File: src/rtl/dmem_arbiter.sv
// dmem_arbiter: shares a single-port data memory between the CPU (port 0)
// and a host/loader (port 1). One access per cycle: grant in N, memory
// command in N+1, read data returned to the owning port in N+2.
module dmem_arbiter #(
   parameter int AW = 16,
   parameter int DW = 16,
   parameter int RR = 1
) (
   input  logic          Clk,
   input  logic          Reset,
   input  logic          StatClr,
   // port 0: CPU load/store path
   input  logic          Req0,
   input  logic          We0,
   input  logic          Byte0,
   input  logic [AW-1:0] Addr0,
   input  logic [DW-1:0] WData0,
   output logic          Gnt0,
   output logic          RValid0,
   output logic [DW-1:0] RData0,
   output logic          Stall0,
   // port 1: host/loader path
   input  logic          Req1,
   input  logic          We1,
   input  logic          Byte1,
   input  logic [AW-1:0] Addr1,
   input  logic [DW-1:0] WData1,
   output logic          Gnt1,
   output logic          RValid1,
   output logic [DW-1:0] RData1,
   // memory side
   output logic          MemRead,
   output logic          MemWrite,
   output logic          MemByte,
   output logic [AW-1:0] MemAddr,
   output logic [DW-1:0] MemWData,
   input  logic [DW-1:0] MemRData,
   // statistics
   output logic [15:0]   StallCt
);

   localparam bit RR_EN = (RR != 0);

   logic          gnt0, gnt1;
   logic          lastgnt_q;    // 1 = port 1 won the most recent grant
   logic          memread_q, memwrite_q, membyte_q;
   logic [AW-1:0] memaddr_q;
   logic [DW-1:0] memwdata_q;
   logic          owner_q;      // port owning the access in the command stage
   logic          rvalid0_q, rvalid1_q;
   logic [DW-1:0] rdata0_q, rdata1_q;
   logic [15:0]   stallct_q, stallct_d;
   logic          sel_we, sel_byte;
   logic [AW-1:0] sel_addr;
   logic [DW-1:0] sel_wdata;

   // Grant: a lone requester always wins; on a tie round-robin picks the port
   // that did not win last time, fixed priority always picks the CPU.
   always_comb begin
      gnt0 = Req0 & (~Req1 | ~RR_EN | lastgnt_q);
      gnt1 = Req1 & ~gnt0;
   end

   assign Gnt0   = gnt0;
   assign Gnt1   = gnt1;
   assign Stall0 = Req0 & ~gnt0;

   // Field mux for the winning port.
   always_comb begin
      sel_we    = gnt1 ? We1    : We0;
      sel_byte  = gnt1 ? Byte1  : Byte0;
      sel_addr  = gnt1 ? Addr1  : Addr0;
      sel_wdata = gnt1 ? WData1 : WData0;
   end

   // Round-robin history, only moves when a grant actually happens.
   always_ff @(posedge Clk or negedge Reset) begin
      if (!Reset)
         lastgnt_q <= 1'b1;
      else if (gnt0 | gnt1)
         lastgnt_q <= gnt1;
   end

   // Command stage: register the granted access; strobes drop on idle cycles
   // while address/data keep their last values.
   always_ff @(posedge Clk or negedge Reset) begin
      if (!Reset) begin
         memread_q  <= 1'b0;
         memwrite_q <= 1'b0;
         membyte_q  <= 1'b0;
         memaddr_q  <= '0;
         memwdata_q <= '0;
         owner_q    <= 1'b0;
      end else if (gnt0 | gnt1) begin
         memread_q  <= ~sel_we;
         memwrite_q <= sel_we;
         membyte_q  <= sel_byte;
         memaddr_q  <= sel_addr;
         memwdata_q <= sel_wdata;
         owner_q    <= gnt1;
      end else begin
         memread_q  <= 1'b0;
         memwrite_q <= 1'b0;
      end
   end

   assign MemRead  = memread_q;
   assign MemWrite = memwrite_q;
   assign MemByte  = membyte_q;
   assign MemAddr  = memaddr_q;
   assign MemWData = memwdata_q;

   // Return stage: capture memory data into the owning port for one cycle.
   always_ff @(posedge Clk or negedge Reset) begin
      if (!Reset) begin
         rvalid0_q <= 1'b0;
         rvalid1_q <= 1'b0;
         rdata0_q  <= '0;
         rdata1_q  <= '0;
      end else begin
         rvalid0_q <= memread_q & ~owner_q;
         rvalid1_q <= memread_q &  owner_q;
         if (memread_q & ~owner_q) rdata0_q <= MemRData;
         if (memread_q &  owner_q) rdata1_q <= MemRData;
      end
   end

   assign RValid0 = rvalid0_q;
   assign RValid1 = rvalid1_q;
   assign RData0  = rdata0_q;
   assign RData1  = rdata1_q;

   // Stall counter next state: clear wins, otherwise saturating increment.
   always_comb begin
      stallct_d = stallct_q;
      if (StatClr)
         stallct_d = 16'h0000;
      else if (Stall0 && (stallct_q != 16'hFFFF))
         stallct_d = stallct_q + 16'd1;
   end

   // Stall counter register.
   always_ff @(posedge Clk or negedge Reset) begin
      if (!Reset)
         stallct_q <= 16'h0000;
      else
         stallct_q <= stallct_d;
   end

   assign StallCt = stallct_q;

endmodule

File: config.mk
export PLATFORM = sky130hd
export DESIGN_NAME = dmem_arbiter
export DESIGN_NICKNAME = d
export VERILOG_FILES = /design/src/rtl/dmem_arbiter.sv
export SDC_FILE = /design/constraint.sdc
export NUM_CORES = 1
export LEC_CHECK = 0
export CORE_MARGIN = 10
export CORE_UTILIZATION = 42
export DETAILED_ROUTE_END_ITERATION = 12
export GPL_TIMING_DRIVEN = 0
export MAX_ROUTING_LAYER = met4
export PLACE_DENSITY = 0.89
export REMOVE_ABC_BUFFERS = 1
export SLEW_MARGIN = 20
export SYNTH_ARGS = -nofsm -noshare
export SYNTH_HDL_FRONTEND = slang
export SYNTH_SLANG_ARGS = --single-unit
File: constraint.sdc
create_clock -name Clk -period 1.9 [get_ports Clk]
set_input_delay 0.19 -clock Clk [delete_from_list [all_inputs] [get_ports Clk]]
set_output_delay 0.19 -clock Clk [all_outputs]
set_load 0.02 [all_outputs]
==> results.md <==
* Worst skew pair latency at 0.35 ns
* Mapped Cells at 345
* Tcrit/Tclk final at 97.28%
* Inserted Diodes at 0
* Longest Clk Path Bufs at 2
* Commonest non-fill, non-tap cells in the layout: clkdlybuf4s50_1, dfrtp_1, o21ai_0
* Post-synth cell types at 41
* Largest net degree at the start of global routing at 50
* Routed vias at 3383
* TritonCTS buffer count at 9
* Port Buf Inserts at 176
* Peak VDD IR at 0.0004151 V
* Worst reg-to-reg path cell count at 5
* H-tree depth at 3
* Worst Hold Class: primary input to flop
* Cell taking the most area after synthesis: dfrtp_1
* Status: finished clean
* Rel. slew slack at 49.20%
* Cells after DPL at 616
* RSZ-0062 raised after global routing: yes
* Post-synthesis sequential area ratio at 55.66%
* Arr. time, crit path at 2.11 ns
* Total Wirelength at 11790 µm
* Post-Synth Simple-Gate Area at 13.36%
* Final GP Congestion at 0.8662
* Most common cell after layout, fill and taps aside: clkdlybuf4s50_1
* P_leak at 2.516 nW
* Core Box Area at 0.009153 mm²
* Die width at 116.5 µm
* Core Util, Final at 66.26%
* Worst setup EP type: flop
* Slew Limit Fails at 0
* Final min period at 1.848 ns
* Site Rows at 35
* Nets@finish at 609
* CTS clock-pin slew for the worst setup and hold paths at 0.10 ns
* Hold_ws at 0.2928 ns
* Via/cell ratio at 5.328
* Mux cell area share after synthesis at 17.93%
* Worst Tran Pin Value at 0.7596 ns
* Worst-path maximum fanout at 8
* Adder-cell share of the synthesized area at 0.3197%
* Global-route wire length before repair at 18490 µm
* Flop2flop setup slack at 0.05 ns
* CP Launch Type: flop
* Total track usage at 17.60%
* Die H at 116.5 µm
* Drt wl/cell at 18.56 µm
* Synth Cell Area at 0.003914 mm²
* DRT iter0 DRCs at 146
* HPWL after detailed placement at 9021 µm
* Power per cell area at 906.9 mW/mm²
* I/O pins at 177
* CTS root buf: clkbuf_8
* HP Start: Req1
* Max Clk Rate at 0.5410 GHz
* Compound-Gate Fraction of Synth Area at 9.303%
* CTS sink cnt at 87
* Number of global-route vias before repair at 3624
* Largest family of logic cells by synthesized area: multiplexers
* Post-Synth XOR/XNOR Area at 0%
* DIE AREA at 0.01358 mm²
* Layout cells sized above 1 at 13.36%
* Pre-antenna DRT Iters at 4
* Kind of critical path: flop to flop
* Clk_skew at 0.01558 ns
* Final Hold Viols at 0
* Starting Density at 42.76%
* Initial antenna violation count at 0
* # DRC at 0
* Non-Filler Instances at 635
* Worst Hold Depth at 3
* Antenna Nets Post-Route at 0
* Syn Area/Cell at 11.34 µm²
* Critical Path RT at 2.16 ns
* Synthesis Warnings at 0
* Area delta synth->final at 54.96%
* Reg-to-reg endpoint: StallCt[11]$_DFFE_PN0P_
* Reported max-cap violation count at 0
* Total congestion overflow at 0
* Setup Viol. Count Final at 0
* Power Total at 5.500 mW
* Hold Crit Endpoint: owner_q$_DFFE_PN0P_
* Yosys reg bits at 87
* Top-area cell type share of the netlist area at 54.99%
* Synth top area cells: dfrtp_1, mux2_2, mux2i_1
* Reg-to-reg critical path startpoint: lastgnt_q$_DFFE_PN1P_
* TritonCTS clock tree: yes
## final cells by class
class                   count  area [µm²]
clock buffers               9       123.9
clock inverters             7       91.34
fillers                   696        3088
inverters                   9       46.29
multi-input cells         229        1627
flip-flops and latches     87        2181
well taps                 111       138.9
repair buffers            183        1857
## per-layer routing
layer	global-route usage, %	part of all wire [%]
met5	-	0
met4	6.755	2.1
met3	5.598	8.2
met2	29.15	51
met1	19.47	39
## through the flow
stage / cell area [µm²] / setup TNS [ns] / setup WS, ns
CTS: 6061 / 0 / 0.02531
global route: 6065 / -0.07172 / -0.03829
global placement: 5714 / -345.83 / -2.984
detailed placement: 5801 / -9.514 / -0.6112
floorplan: 3814 / -5.621 / -0.1646
finish: 6065 / 0 / 0.05160
## critical path: stages (launching register included)
cell and delay, ns:
dfstp_2 0.39, nand3b_1 0.18, buf_4 0.16, or2_1 0.34, or4b_1 0.54, a21oi_1 0.16
## flip-flops by register name, indices dropped and copies added, names as in the netlist, 16 cells and up
register,count
MemAddr,16
RData1,16
MemWData,16
StallCt,16
RData0,16
## synthesized netlist by cell type (all sizes together)
master    n
a31o      1
mux2     33
or4       6
o31ai     4
nor4      6
and3      1
nand3     7
a41oi     1
nor2b     3
clkbuf   12
nand2    41
a21oi    11
clkinv    1
nor2      8
nand2b    1
a2111oi   1
ha        1
o21ai    42
a211o     1
nand3b    3
nand4     5
o211ai    1
or3       5
dfrtp    86
dfstp     1
a211oi    1
and4      3
inv       8
mux2i    33
and2      1
or2       2
or4b      1
nor3      4
o41ai     1
a311o     1
buf       8
## report_power, final
| part | internal [mW] | leakage, nW | total (mW) | switching, mW |
|---|---|---|---|---|
| clock network | 0.641 | 0.105 | 1.38 | 0.742 |
| logic | 0.942 | 1.34 | 1.79 | 0.847 |
| registers | 2.16 | 1.07 | 2.33 | 0.165 |
| total | 3.75 | 2.52 | 5.50 | 1.75 |
## kinds of logic (layout without fill, tap and decap cells)
| logic type | Yosys count | count (layout) |
|---|---|---|
| AND/OR/NAND/NOR | 97 | 97 |
| multiplexers | 66 | 66 |
| flip-flops | 87 | 87 |
| AO/OA/AOI/OAI | 65 | 65 |
| adder cells (fa/ha/maj) | 1 | 1 |
| buffers and inverters | 29 | 208 |
## worst max path at each step
stage / start / end / slack [ns] / cells past startpoint
detailed placement: Req1 / Gnt0 / -0.61 / 7
global route: StallCt[8]$_DFFE_PN0P_ / StallCt[6]$_DFFE_PN0P_ / -0.04 / 4
floorplan: lastgnt_q$_DFFE_PN1P_ / MemAddr[0]$_DFFE_PN0P_ / -0.16 / 5
global placement: Req1 / Gnt0 / -2.98 / 5
finish: lastgnt_q$_DFFE_PN1P_ / StallCt[11]$_DFFE_PN0P_ / 0.05 / 5
CTS: lastgnt_q$_DFFE_PN1P_ / Gnt0 / 0.03 / 5
## timing repair
action                                  CTS  global route
setup buffers                             3             0
resized for setup                        10             6
hold endpoints to repair                 37             0
endpoints found under the setup margin    7            10
hold buffers                              1             0
gates cloned                              0             0
Note: power is estimated with default switching activity, not from simulation.
